[src/rtl/uio_arb_pkg.sv]
// Shared types and constants for the uio bus arbiter.
// Optional feature macro: UIO_ARB_SYNC_EN (2-flop synchroniser on uio_in).
package uio_arb_pkg;

    typedef enum logic [1:0] {
        IDLE   = 2'd0,
        TURN   = 2'd1,
        DRIVE  = 2'd2,
        SAMPLE = 2'd3
    } uio_arb_state_t;

    localparam int          UIO_ARB_MAX_REQ = 4;
    localparam int          IDX_W           = 2;
    localparam logic        DIR_WRITE       = 1'b1;
    localparam logic        DIR_READ        = 1'b0;
    localparam logic [7:0]  OE_DRIVE        = 8'hFF;
    localparam logic [7:0]  OE_RELEASE      = 8'h00;

endpackage

[src/rtl/uio_rr_arbiter.sv]
// Combinational round-robin picker: the search starts one past last_grant
// and wraps, so the most recent winner has the lowest priority.
module uio_rr_arbiter
    import uio_arb_pkg::*;
#(
    parameter int NUM_REQ = 2
) (
    input  logic [NUM_REQ-1:0] req,
    input  logic [IDX_W-1:0]   last_grant,
    output logic [NUM_REQ-1:0] grant,
    output logic [IDX_W-1:0]   grant_idx,
    output logic               any
);

    logic [IDX_W-1:0]   pos;
    logic [NUM_REQ-1:0] req_rot;

    // Walk the requesters in priority order and keep the first one asking.
    always_comb begin
        grant     = '0;
        grant_idx = '0;
        any       = 1'b0;
        pos       = '0;
        req_rot   = '0;
        for (int k = 1; k <= NUM_REQ; k++) begin
            pos     = IDX_W'((int'(last_grant) + k) % NUM_REQ);
            req_rot = req >> pos;
            if (!any && req_rot[0]) begin
                any       = 1'b1;
                grant_idx = pos;
            end
        end
        if (any) begin
            grant = NUM_REQ'(1) << grant_idx;
        end
    end

endmodule

[src/rtl/uio_bus_arbiter.sv]
// Shares the eight uio pads between up to four requesters, one byte-wide
// transaction at a time, with a turnaround cycle on every direction change.
// Optional feature macro: UIO_ARB_SYNC_EN -- uio_in goes through a 2-flop
// synchroniser and SAMPLE is stretched by two cycles to cover its latency.
// Handshake: req_ready[w] is a combinational one-cycle pulse in IDLE; the
// request is taken when req_valid[w] and req_ready[w] are both high.
// rsp_valid is a registered one-cycle pulse with rsp_rdata alongside.
module uio_bus_arbiter
    import uio_arb_pkg::*;
#(
    parameter int NUM_REQ = 2,
    parameter int HOLD    = 2
) (
    input  logic                 clk,
    input  logic                 rst_n,
    input  logic                 ena,
    input  logic [NUM_REQ-1:0]   req_valid,
    input  logic [NUM_REQ-1:0]   req_write,
    input  logic [8*NUM_REQ-1:0] req_wdata,
    output logic [NUM_REQ-1:0]   req_ready,
    output logic [NUM_REQ-1:0]   rsp_valid,
    output logic [7:0]           rsp_rdata,
    input  logic [7:0]           uio_in,
    output logic [7:0]           uio_out,
    output logic [7:0]           uio_oe,
    output logic                 bus_strobe,
    output logic                 bus_dir,
    output logic                 busy
);

`ifdef UIO_ARB_SYNC_EN
    // HOLD+2 can reach 17 cycles, one more than a 4-bit counter can hold.
    localparam int SAMPLE_LEN = HOLD + 2;
    localparam int CNT_W      = 5;
`else
    localparam int SAMPLE_LEN = HOLD;
    localparam int CNT_W      = 4;
`endif
    localparam logic [CNT_W-1:0] DRIVE_LOAD  = CNT_W'(HOLD - 1);
    localparam logic [CNT_W-1:0] SAMPLE_LOAD = CNT_W'(SAMPLE_LEN - 1);

    uio_arb_state_t       state, state_n;
    logic [CNT_W-1:0]     cnt;
    logic                 last_dir;
    logic [IDX_W-1:0]     last_grant, grant_idx;
    logic [NUM_REQ-1:0]   grant, cur_grant, write_rot;
    logic [8*NUM_REQ-1:0] wdata_rot;
    logic                 any, accept, sel_write;
    logic [7:0]           sel_wdata, wdata_q, sample_byte;

    uio_rr_arbiter #(.NUM_REQ(NUM_REQ)) u_rr (
        .req        (req_valid),
        .last_grant (last_grant),
        .grant      (grant),
        .grant_idx  (grant_idx),
        .any        (any)
    );

    // Pick out the winner's direction and write byte.
    always_comb begin
        write_rot = req_write >> grant_idx;
        sel_write = write_rot[0];
        wdata_rot = req_wdata >> {grant_idx, 3'b000};
        sel_wdata = wdata_rot[7:0];
        accept    = (state == IDLE) && ena && any;
    end

    // Next-state logic; last_dir already holds the new direction in TURN.
    always_comb begin
        state_n = state;
        case (state)
            IDLE: begin
                if (accept) begin
                    if (sel_write != last_dir) state_n = TURN;
                    else if (sel_write)        state_n = DRIVE;
                    else                       state_n = SAMPLE;
                end
            end
            TURN:          state_n = (last_dir == DIR_WRITE) ? DRIVE : SAMPLE;
            DRIVE, SAMPLE: if (cnt == '0) state_n = IDLE;
            default:       state_n = IDLE;
        endcase
    end

    // Pad and status outputs decode straight from state so reset clears them at once.
    always_comb begin
        uio_oe     = (state == DRIVE) ? OE_DRIVE : OE_RELEASE;
        uio_out    = (state == DRIVE) ? wdata_q : 8'h00;
        bus_strobe = (state == DRIVE) || (state == SAMPLE);
        busy       = (state != IDLE);
        bus_dir    = last_dir;
        req_ready  = accept ? grant : '0;
    end

    // State register.
    always_ff @(posedge clk or negedge rst_n) begin
        if (!rst_n) state <= IDLE;
        else        state <= state_n;
    end

    // Phase counter: loaded on entry to a data phase, counts down to zero.
    always_ff @(posedge clk or negedge rst_n) begin
        if (!rst_n) begin
            cnt <= '0;
        end else if (state_n != state && state_n == DRIVE) begin
            cnt <= DRIVE_LOAD;
        end else if (state_n != state && state_n == SAMPLE) begin
            cnt <= SAMPLE_LOAD;
        end else if (cnt != '0) begin
            cnt <= cnt - 1'b1;
        end
    end

    // Capture the accepted transaction and advance the round-robin pointer.
    always_ff @(posedge clk or negedge rst_n) begin
        if (!rst_n) begin
            last_dir   <= DIR_READ;
            last_grant <= IDX_W'(NUM_REQ - 1);
            wdata_q    <= 8'h00;
            cur_grant  <= '0;
        end else if (accept) begin
            last_dir   <= sel_write;
            last_grant <= grant_idx;
            wdata_q    <= sel_wdata;
            cur_grant  <= grant;
        end
    end

`ifdef UIO_ARB_SYNC_EN
    logic [7:0] sync1, sync2;

    // Two-flop synchroniser on the pad input.
    always_ff @(posedge clk or negedge rst_n) begin
        if (!rst_n) begin
            sync1 <= 8'h00;
            sync2 <= 8'h00;
        end else begin
            sync1 <= uio_in;
            sync2 <= sync1;
        end
    end
    assign sample_byte = sync2;
`else
    assign sample_byte = uio_in;
`endif

    // Register the read byte on the last SAMPLE cycle and pulse the issuer.
    always_ff @(posedge clk or negedge rst_n) begin
        if (!rst_n) begin
            rsp_valid <= '0;
            rsp_rdata <= 8'h00;
        end else if (state == SAMPLE && cnt == '0) begin
            rsp_valid <= cur_grant;
            rsp_rdata <= sample_byte;
        end else begin
            rsp_valid <= '0;
        end
    end

endmodule

[config.mk]
export PLATFORM = sky130hd
export DESIGN_NAME = uio_bus_arbiter
export DESIGN_NICKNAME = d
export VERILOG_FILES = /design/src/rtl/uio_arb_pkg.sv /design/src/rtl/uio_rr_arbiter.sv /design/src/rtl/uio_bus_arbiter.sv
export SDC_FILE = /design/constraint.sdc
export NUM_CORES = 1
export LEC_CHECK = 0
export CORE_MARGIN = 2
export CORE_UTILIZATION = 42
export CTS_CLUSTER_SIZE = 24
export DETAILED_ROUTE_END_ITERATION = 6
export PLACE_DENSITY = 0.8
export SLEW_MARGIN = 20
export SYNTH_ARGS = -nofsm -noshare
export SYNTH_HDL_FRONTEND = slang
export SYNTH_SLANG_ARGS = --single-unit
export TNS_END_PERCENT = 30
[constraint.sdc]
create_clock -name clk -period 2.4 [get_ports clk]
set_input_delay 0.48 -clock clk [delete_from_list [all_inputs] [get_ports clk]]
set_output_delay 0.48 -clock clk [all_outputs]
set_load 0.01 [all_outputs]
==> metrics, run 1 <==
Switching Fraction=34.0%; Top Ports=62; slew margin rel.=59.7%; top-count cell post-synth=dfrtp_1; Clock Skew=0.00674 ns; post-synthesis instance area=0.00144 mm^2; min Tclk post-route=2.25 ns; CP endpoint kind=output port; sequential share of power=31.9%; CTS Buffer Depth=2; kind of critical path=reg2out; first-pass GRT wire length=6040 um; WL per Instance=15.4 um; largest net degree at the start of global routing=29; Netlist cell types=39; post-synthesis xor/xnor area fraction=0.610%; Synth top area share=47.0%; Post-synth EDFFs=0; Worst-Skew Late Latency=0.32 ns; setup violators final=0; P_int=1.73 mW; worst path required time=1.92 ns; Cell Chain, Critical Path=nor2_1 > buf_6 > and2_1 > clkdlybuf4s50_1; PortBufs=61; outcome=complete, no violations; DRT Wirelength=3480 um; ys async rst share=100%; GRT overflow=0; largest area contributor in the netlist=dfrtp_1; Syn. warnings=0; initial core utilization=43.4%; Leak Pwr=0.924 nW; Comb pwr share=59.7%; GRT Total Usage=19.5%; Core Box Area=0.00331 mm^2; initial antenna violation count=0; critical path launch point=state[0]$_DFF_PN0_; r2r startpoint=last_grant[0]$_DFFE_PN1N_; antenna cell count=0; fillers=267; Yosys reg bits=28; total power=2.62 mW; Design Area, Final=0.00212 mm^2; Arrival @ worst endpoint=1.77 ns; Synth Area in Simple Gates=13.2%; Post-DP Area=0.00206 mm^2; CTS tree=done; top_reg_cell synth=dfrtp_1; slew at the pin closest to its max-slew limit=0.603 ns; Hold Path Class=reg2reg; ratio of cells with drive above 1 in the final layout=16.7%; Syn-to-layout area delta=47.3%; final hold vios=0; Worst-path clk slew=0.14 ns; Post-synth top cells=27 x dfrtp_1, 11 x and2_1, 9 x a2bb2oi_1, 9 x o32ai_1; H-tree level count=1; via count=1147; PwrDens=1240 mW/mm^2; die height=62.5 um; Max Cap Viol=0; Final nets=214; post-synthesis compound-gate area fraction=17.3%; CTS Buf Count=3; instance count of the mapped netlist=119; critical path launch point type=register; post-DP HPWL=2620 um; min-delay src=cur_grant[1]$_DFFE_PN0N_; worst-path fanout max=16; delay of the slowest critical-path stage=0.54 ns; vias in the first global route=1227; Adder-Cell Fraction of Synth Area=1.74%; largest family of logic cells by synthesized area=compound AO/OA/AOI/OAI gates; mux contribution to synthesized area=9.84%; Syn Area/Cell=12.1 um^2; Final Wtd Congestion=0.734; fin. max-slew vios=0; ANT nets after route=0; RSZ-0062 raised after global routing=false; Crit-path slowest cell=clkdlybuf4s50_1; DRC=0; Post-CTS Hold Buffers=0; sequential cell area fraction in the yosys report=48.9%; DRT iter0 DRCs=60; Sw Pwr=0.891 mW; Peak VDD IR=602 uV; Die ar.=0.00390 mm^2; Clock Sinks=28; Synth Net Count=152; fmax=444 MHz; Clk pwr share=8.5%; clk root buf=clkbuf_4; drt via density=5.08; period utilisation layout=93.9%; Pre-Repair DR Iteration Count=4; # rows=21; Die Wd=62.5 um; top cells by area, synth=dfrtp_1 47%, mux2_4 8.4%, a2bb2oi_1 5.5%
==> layout by cell type, fill, tap and decap left out, drive strengths merged <==
| cell | netlist | routed |
|---|---|---|
| a21bo | 1 | 1 |
| a21o | 3 | 3 |
| a21oi | 2 | 2 |
| a221oi | 1 | 1 |
| a22oi | 1 | 1 |
| a2bb2oi | 9 | 9 |
| a31o | 1 | 1 |
| a31oi | 1 | 1 |
| a32o | 1 | 1 |
| and2 | 11 | 11 |
| and2b | 1 | 1 |
| and3 | 2 | 2 |
| buf | 12 | 9 |
| clkbuf | 1 | 4 |
| clkdlybuf4s50 | 0 | 58 |
| clkinv | 1 | 1 |
| dfrtp | 27 | 27 |
| dfstp | 1 | 1 |
| dlygate4sd2 | 0 | 2 |
| dlymetal6s2s | 0 | 1 |
| ha | 2 | 2 |
| inv | 5 | 5 |
| mux2 | 9 | 9 |
| mux2i | 1 | 1 |
| nand2 | 3 | 3 |
| nand2b | 1 | 1 |
| nand3b | 1 | 1 |
| nor2 | 3 | 3 |
| nor2b | 1 | 1 |
| nor3 | 2 | 2 |
| nor3b | 2 | 2 |
| o21a | 1 | 1 |
| o32ai | 9 | 9 |
| or2 | 2 | 2 |
| xnor2 | 1 | 1 |
==> power groups by stage <==
| stage | Combinational [mW] | Sequential (mW) | Clock [mW] |
|---|---|---|---|
| floorplan | 0.848 | 0.855 | 0 |
| global placement | 1.49 | 0.833 | 0 |
| detailed placement | 1.54 | 0.851 | 0 |
| CTS | 1.58 | 0.830 | 0.236 |
| global route | 1.69 | 0.865 | 0.262 |
| finish | 1.56 | 0.834 | 0.222 |
==> stage by stage <==
| step | setup TNS, ns | hold WS, ns | worst slack (ns) | util, % | cells |
|---|---|---|---|---|---|
| finish | 0 | 0.489 | 0.147 | 63.9 | 226 |
| global route | 0 | 0.514 | 0.00931 | 63.9 | 226 |
| CTS | 0 | 0.499 | 0.0988 | 63.7 | 226 |
| detailed placement | -0.134 | 0.466 | -0.100 | 62.2 | 220 |
| global placement | -0.0705 | 0.458 | -0.0662 | 62.2 | 220 |
| floorplan | 0 | 0.184 | 0.371 | - | 119 |
==> metal layers <==
layer	vias up	GRT usage [%]	share of wire, %
met3	2	3.96	4.1
met5	-	0	0
met2	34	32.8	52
met1	566	24.5	44
li1	545	-	-
met4	0	8.06	0.37
==> final cells by class <==
type / instances / area, um^2 / share of cell area, %
Tap cell: 46 / 57.6 / 2.72
Multi-Input combinational cell: 72 / 614 / 29.0
Timing Repair Buffer: 70 / 682 / 32.2
Sequential cell: 28 / 703 / 33.2
Clock buffer: 4 / 36.3 / 1.71
Inverter: 6 / 22.5 / 1.06
==> final timing paths <==
check | end | slack [ns] | depth (start not counted)
min reg2reg | cur_grant[1]$_DFFE_PN0N_ | 0.49 | 1
min | cur_grant[1]$_DFFE_PN0N_ | 0.49 | 1
max reg2reg | cnt[1]$_DFFE_PN0P_ | 0.42 | 6
max | uio_out[2] | 0.15 | 4
max in group asynchronous | last_grant[0]$_DFFE_PN1N_ | 1.59 | 2
min in group asynchronous | wdata_q[2]$_DFFE_PN0N_ | 0.51 | 2
==> sequential cells by signal (all words and copies together), names as in the netlist <==
signal	flops
state	2
cnt	4
rsp_valid	2
cur_grant	2
wdata_q	8
rsp_rdata	8
last_grant	1
bus_dir	1
==> worst max-delay path: cells and delay by family, from the launching register on <==
family | cells | cell delay, ns
buffers and inverters | 2 | 0.71
flip-flops | 1 | 0.46
AND/OR/NAND/NOR | 2 | 0.28
==> kinds of logic after synthesis <==
kind of cell,Yosys count
AO/OA/AOI/OAI,30
flip-flops,28
XOR/XNOR,1
buffers and inverters,19
adder cells (fa/ha/maj),2
multiplexers,10
AND/OR/NAND/NOR,29
==> repair_timing <==
action                     in CTS  in global routing
cloned                          0                  0
setup endpoints to repair      10                  3
buffers inserted                2                  0
gates resized for setup         3                  2
(Power assumes the default switching activity.)
==> inputs of run 2 (changes only) <==
Settings changed: CORE_UTILIZATION 42 to 38, PLACE_DENSITY 0.8 to 0.76.
Clock period 2.4 ns to 1.9 ns, I/O delays scaled along.
==> metrics, run 2 (synthesis gave the netlist of run 1 again) <==
outcome=complete, no violations (unchanged); fillers=301 (was 267); critical path launch point type=register (unchanged); PwrDens=1570 mW/mm^2 (was 1240 mW/mm^2); Clock Sinks=28 (unchanged); Post-CTS Hold Buffers=0 (unchanged); Die ar.=0.00429 mm^2 (was 0.00390 mm^2); ANT nets after route=0 (unchanged); PortBufs=61 (unchanged); fmax=537 MHz; r2r startpoint=last_grant[0]$_DFFE_PN1N_ (unchanged); Worst Hold Slack=0.477 ns (was 0.489 ns); Final nets=224 (was 214); H-tree level count=1 (unchanged); critical path launch point=last_grant[0]$_DFFE_PN1N_ (was state[0]$_DFF_PN0_); Syn-to-layout area delta=56.1% (was 47.3%); post-DP HPWL=2610 um (was 2620 um); Worst-Skew Late Latency=0.28 ns (was 0.32 ns); WL per Instance=15.5 um (was 15.4 um); fin. max-slew vios=0 (unchanged); Peak VDD IR=566 uV (was 602 uV); Die Wd=65.5 um (was 62.5 um); slew at the pin closest to its max-slew limit=0.720 ns (was 0.603 ns); largest net degree at the start of global routing=29 (unchanged); Hold Path Class=in2async (was reg2reg); commonest non-fill, non-tap cell in the layout=clkdlybuf4s50_1 (unchanged); Leak Pwr=0.997 nW (was 0.924 nW); setup violators final=0 (unchanged); via count=1183 (was 1147); slew margin rel.=51.9% (was 59.7%); min Tclk post-route=1.86 ns; CP endpoint kind=register (was output port); vias in the first global route=1293 (was 1227); worst path required time=2.08 ns (was 1.92 ns); Core Box Area=0.00366 mm^2 (was 0.00331 mm^2); DRC=0 (unchanged); Arrival @ worst endpoint=2.05 ns (was 1.77 ns); ratio of cells with drive above 1 in the final layout=25.8% (was 16.7%); kind of critical path=reg2reg (was reg2out); Max Cap Viol=0 (unchanged); Pre-Repair DR Iteration Count=4 (unchanged); clk root buf=clkbuf_8 (was clkbuf_4); initial core utilization=39.2% (was 43.4%); commonest cells after routing, fill and taps aside=40 x clkdlybuf4s50_1, 27 x dfrtp_1, 17 x buf_4, 11 x and2_1, 11 x dlygate4sd2_1 (was 58 x clkdlybuf4s50_1, 26 x dfrtp_1, 11 x and2_1, 9 x o32ai_1, 9 x a2bb2oi_1); DRT iter0 DRCs=45 (was 60); die height=65.5 um (was 62.5 um); Top Ports=62 (unchanged); initial antenna violation count=0 (unchanged); worst-path fanout max=5 (was 16); GRT Total Usage=18.9% (was 19.5%); CTS Buf Count=3 (unchanged); period utilisation layout=98.0%; Final Wtd Congestion=0.815 (was 0.734); DRT Wirelength=3700 um (was 3480 um); # rows=22 (was 21); Worst-path clk slew=0.09 ns (was 0.14 ns); Post-DP Area=0.00214 mm^2 (was 0.00206 mm^2); final hold vios=0 (unchanged); biggest regs=rsp_rdata x8, wdata_q x8, cnt x4 (unchanged); Clock Skew=0.00611 ns (was 0.00674 ns); drt via density=4.97 (was 5.08); GRT overflow=0 (unchanged); antenna cell count=0 (unchanged); RSZ-0062 raised after global routing=true (was false); CTS Buffer Depth=2 (unchanged); first-pass GRT wire length=6110 um (was 6040 um); Design Area, Final=0.00224 mm^2 (was 0.00212 mm^2); CTS tree=done (unchanged)
==> run 2: changes by cell type in the layout (fill, tap and decap cells not counted), moves of 5 or more <==
cell             delta
buf_4               +9
clkdlybuf4s15_1     +5
clkdlybuf4s50_1    -18
dlygate4sd2_1       +9
==> run 2: area by class of cell <==
class | count | area (um^2) | area share (%)
Inverter | 6 | 22.5 | 1.00
Tap cell | 48 | 60.1 | 2.68
Timing Repair Buffer | 80 | 743 | 33.1
Multi-Input combinational cell | 72 | 659 | 29.4
Sequential cell | 28 | 702 | 31.3
Clock buffer | 4 | 55.1 | 2.46
==> run 2: metrics by stage <==
step	total power [mW]	setup TNS, ns	utilization (%)	cells	setup slack, ns
2_1_floorplan	2.19	0	-	119	0.0163
3_3_place_gp	3.07	-2.73	58.5	230	-0.417
3_5_place_dp	3.15	-3.33	58.5	230	-0.431
4_1_cts	3.52	0	61.2	237	0.00270
5_1_grt	3.77	-0.0511	61.2	238	-0.0440
6_report	3.51	0	61.2	238	0.0378
==> run 2: final timing paths <==
check	cells past startpoint	end	slack [ns]
hold reg to reg	1	cur_grant[0]$_DFFE_PN0N_	0.48
hold / removal	2	rsp_rdata[5]$_DFFE_PN0P_	0.48
max in group asynchronous	2	last_grant[0]$_DFFE_PN1N_	1.12
setup / recovery	6	cnt[1]$_DFFE_PN0P_	0.04
min in group clk	1	cur_grant[0]$_DFFE_PN0N_	0.48
setup reg to reg	6	cnt[1]$_DFFE_PN0P_	0.04
==> run 2: where the power goes <==
| group | switching, mW | internal (mW) |
|---|---|---|
| combinational | 0.881 | 1.22 |
| sequential | 0.170 | 0.872 |
| clock | 0.181 | 0.186 |
| total | 1.23 | 2.28 |
==> run 2: metal layers <==
layer | global-route usage (%) | part of all wire [%] | up-vias
li1 | - | - | 568
met1 | 23.6 | 44 | 570
met2 | 33.3 | 51 | 40
met3 | 0.856 | 3.6 | 5
met4 | 9.11 | 1.9 | 0
met5 | 0 | 0 | -
==> run 2: worst max-delay path: stages (launching register included) <==
cell	delay [ns]
dfstp_2	0.55
a21bo_4	0.15
mux2_4	0.30
ha_1	0.27
inv_1	0.04
a31o_4	0.23
a221oi_2	0.22
==> run 2: timing repair <==
action,CTS,global route
resized for setup,38,7
setup buffers,2,1
pin swaps,1,1
setup endpoints to repair,24,18
gates cloned,1,0
==> RTL change 1: new RTL, config.mk and constraints of run 2 <==
Add a define of `UIO_ARB_SYNC_EN`.
--- a/src/rtl/uio_bus_arbiter.sv
+++ b/src/rtl/uio_bus_arbiter.sv
@@ -5,6 +5,8 @@
 // Handshake: req_ready[w] is a combinational one-cycle pulse in IDLE; the
 // request is taken when req_valid[w] and req_ready[w] are both high.
 // rsp_valid is a registered one-cycle pulse with rsp_rdata alongside.
+`define UIO_ARB_SYNC_EN
+
 module uio_bus_arbiter
     import uio_arb_pkg::*;
 #(
Check against the original RTL: not equivalent (a bounded check fails within 4 cycles, from zero or initial values and one cycle with rst_n low).
==> RTL change 1 against run 2 <==
Largest power group unchanged; critical path depth shrank 1; clock power up 63%; final area up 25%; area after synthesis is 30% higher; wire length decreased by 0.27%; fmax increased by 1.1%; sequential cell count up 17; count of clock-buffer cells in the layout up 1; worst setup slack improved by 0.019 ns; power rose by 19%; via count is 11% higher.
==> RTL change 1: results (changes against run 2) <==
leakage=1.278 nW (+28%); Setup Skew=0.002616 ns (-0.003495 ns); Post-DP Area=0.002596 mm² (+21%); first-pass GRT wire length=5782 µm (-5.3%); met3 usage=4.336% (+3.5 points); final wirelength=3687 µm (-0.27%); R2R Setup Slk=0.06 ns (+0.02 ns); vias per cell=4.451 (-10%); Area contributors post-synth=dfrtp_1 (59%), mux2_2 (6.6%), mux2i_1 (5.4%); Mapped Nets=185 (+22%); ys async rst share=100.0% (unchanged); fillers=406 (+35%); slowest stage delay, CP=0.57 ns (+0.02 ns); clk root buf=clkbuf_8; R2R cell count=8 (+2); Distinct cells, synth=29 (-26%); Critical Path AT=1.46 ns (-0.59 ns); GR Util met1=18.23% (-5.4 points); DPL Wire Length=2461 µm (-5.8%); Worst Tran Pin Value=0.5504 ns (-0.1693 ns); Seq/Total Area, Yosys=60.51% (+12 points); layout cells sized above 1=26.32% (+0.53 points); Reg2Reg Capture Point=cnt[1]; number of DRC markers in iteration 0=42 (-6.7%); Critical Path Fanout Max=10 (+5); syn_area_per_cell=12.34 µm² (+2.2%); commonest cells in the netlist=dfrtp_1 (44), nor2_1 (15), a21oi_1 (14), mux2_2 (11), mux2i_1 (10); nets@finish=261 (+17%); Final Non-Filler Cells=295 (+24%); global-route usage over all layers=14.17% (-4.7 points); met2 usage=23.12% (-10 points); CTS buffer count=5 (+2); GP Congestion=0.7957 (-2.3%); VDD IR max=873.2 µV (+54%); number of global-route vias before repair=1216 (-6.0%); CP top delay family=flip-flops; Min-Delay Path Class=input pin to asynchronous set/reset pin; Inst Count DP=282 (+23%); largest net degree at the start of global routing=46 (+59%); H-tree depth=2 (+1); status=completed
## RTL change 1: final cells by class
| type | count | area, µm² | area share, % |
|---|---|---|---|
| clock buffer | 5 | 68.82 | 2.453 |
| clock inverter | 3 | 21.27 | 0.7583 |
| inverter | 4 | 15.01 | 0.5352 |
| multi-input combinational | 88 | 689.4 | 24.58 |
| sequential | 45 | 1129 | 40.23 |
| tap | 67 | 83.83 | 2.988 |
| timing repair buffer | 83 | 798.3 | 28.46 |
## RTL change 1: per-layer routing
layer,up-vias,wire [µm]
met5,-,0
met4,0,32
li1,644,-
met2,29,1888
met1,636,1606
met3,4,160
## RTL change 1: through the flow
step / hold slack [ns] / worst slack, ns / power (W) / setup TNS, ns
3_5_place_dp: 0.3363 / -0.5214 / 0.003483 / -3.807
5_1_grt: 0.2014 / -0.01444 / 0.004477 / -0.01771
2_1_floorplan: 0.08441 / 0.04769 / 0.002554 / 0
6_report: 0.1589 / 0.05723 / 0.004175 / 0
3_3_place_gp: 0.3341 / -0.4671 / 0.003441 / -3.489
4_1_cts: 0.1775 / -0.001168 / 0.004130 / -0.001168
## RTL change 1: how the worst max path moves through the flow
stage,startpoint,endpoint,slack [ns],depth (start not counted)
finish,last_grant[0],req_ready[0],0.06,5
global route,last_grant[0],cnt[1],-0.01,8
CTS,req_valid[0],cnt[2],-0.001,9
detailed placement,req_valid[1],cnt[2],-0.52,9
global placement,ena,req_ready[0],-0.47,5
floorplan,req_valid[1],cnt[1],0.05,7
## RTL change 1: kinds of logic (layout without fill, tap and decap cells)
logic type | after synthesis | count (layout) | synth area share [%]
DFF | 45 | 45 | 60.51
and+or+nand+nor | 41 | 41 | 12.16
adders and majority gates | 3 | 3 | 2.015
xor gates and xnor gates | 2 | 2 | 0.9404
AOI/OAI and AO/OA | 21 | 21 | 6.380
muxes | 21 | 21 | 12.02
buffers and inverters | 18 | 95 | 5.977
## RTL change 1: timing repair
| item | CTS | global route |
|---|---|---|
| gates cloned | 1 | 0 |
| pin swaps | 0 | 4 |
| setup endpoints to repair | 25 | 15 |
| gates resized for setup | 43 | 16 |
| buffers inserted | 3 | 1 |
## RTL change 1: power by group
group | switching (W) | internal [W] | total [W]
clock network | 0.000338 | 0.000261 | 0.000599
registers | 0.000209 | 0.00128 | 0.00149
logic | 0.000880 | 0.00121 | 0.00209
==> RTL change 2: new RTL, flow settings as in run 2 <==
Made on the original files. Encoding of `uio_arb_state_t`: now one-hot (4 bits for 4 states).
--- a/src/rtl/uio_arb_pkg.sv
+++ b/src/rtl/uio_arb_pkg.sv
@@ -2,11 +2,11 @@
 // Optional feature macro: UIO_ARB_SYNC_EN (2-flop synchroniser on uio_in).
 package uio_arb_pkg;
 
-    typedef enum logic [1:0] {
-        IDLE   = 2'd0,
-        TURN   = 2'd1,
-        DRIVE  = 2'd2,
-        SAMPLE = 2'd3
+    typedef enum logic [3:0] {
+        IDLE   = 4'b0001,
+        TURN   = 4'b0010,
+        DRIVE  = 4'b0100,
+        SAMPLE = 4'b1000
     } uio_arb_state_t;
 
     localparam int          UIO_ARB_MAX_REQ = 4;
Check against the original RTL: same outputs for any inputs over 10 cycles, from zero or initial values and one cycle with rst_n low; not proved beyond that.
==> RTL change 2 against run 2 <==
The run now ends with negative setup slack left; sequential cell count rose by 2; non-clock buffer count rose by 13; wire length rose by 13%; clock power rose by 43%; worst setup slack got worse by 0.14 ns; cell count rose by 16%; register-to-register slack got worse by 0.13 ns; final area rose by 11%; sequential power rose by 5%; area after synthesis rose by 4.6%; fmax fell by 6.8%; highest routed layer unchanged; count of clock-buffer cells in the layout rose by 2; power fell by 11%.
==> RTL change 2: results (changes against run 2) <==
vias per cell=4.993 (+0.45%); H-tree depth=2 (+1); DPL Wire Length=2921 µm (+12%); status=finished with violations; Post-DP Area=0.002258 mm² (+5.5%); fillers=292 (-3.0%); Setup Skew=0.003908 ns (-0.002203 ns); WL met2=2366 µm (+26%); Reg2Reg Capture Point=cnt[0]; Sw Pwr=0.001085 W (-12%); comb pwr=0.00151 W (-28%); synthesized instance count=139 (+17%); Mapped Nets=172 (+13%); met2 usage=35.25% (+2.0 points); number of DRC markers in iteration 0=71 (+58%); Min-Delay Path Class=register to register; R2R cell count=7 (+1); Internal=0.002042 W (-11%); final worst slack=-0.09821 ns (-0.1360 ns); Area contributors post-synth=dfrtp_1 (47%), mux2_2 (6.7%), mux2i_1 (5.3%); final wirelength=4189 µm (+13%); failing checks=negative setup slack; global-route usage over all layers=19.89% (+1.0 points); Core Util, Final=66.54% (+5.3 points); layout cells sized above 1=40.35% (+15 points); wire length on met1=1587 µm (-1.8%); pre-CTS WS=-0.5900 ns (-0.1591 ns); R2R Setup Slk=-0.09 ns (-0.13 ns); post-route setup TNS=-0.5724 ns (-0.5724 ns); Peak Freq=500.4 MHz (-6.8%); Seq/Total Area, Yosys=50.12% (+1.3 points); setup violators final=13 (+13); GR Util met1=22.28% (-1.4 points); Worst Tran Pin Value=0.4092 ns (-0.3106 ns); first-pass GRT wire length=6610 µm (+8.3%); number of global-route vias before repair=1445 (+12%); top flop regs=rsp_rdata (8), wdata_q (8); VDD IR max=755.6 µV (+33%); Final Non-Filler Cells=276 (+16%); Critical Path Fanout Max=3 (-2); CTS buffer count=5 (+2)
[RTL change 2: repair_timing]
item	4_1_cts	5_1_grt
buffers inserted	8	3
pin swaps	5	3
gates cloned	1	0
resized for setup	84	21
setup endpoints to repair	25	32
[RTL change 2: critical path, cell delays in order (launching register included)]
cell and delay, ns:
dfrtp_2 0.45, nor4b_4 0.33, buf_4 0.17, buf_4 0.09, and3_4 0.19, buf_6 0.10
[RTL change 2: logic make-up after synthesis]
logic type | synth area share (%)
and+or+nand+nor | 17.65
muxes | 12.07
AOI/OAI and AO/OA | 11.41
adders and majority gates | 1.665
DFF | 50.12
xor gates and xnor gates | 0.5830
buffers and inverters | 6.495
[RTL change 2: cell type report]
cell class	count	area share, %
well taps	48	2.411
inverters	7	1.055
multi-input cells	90	30.04
clock inverters	2	0.5023
flip-flops and latches	30	30.34
repair buffers	93	32.35
clock buffers	6	3.315
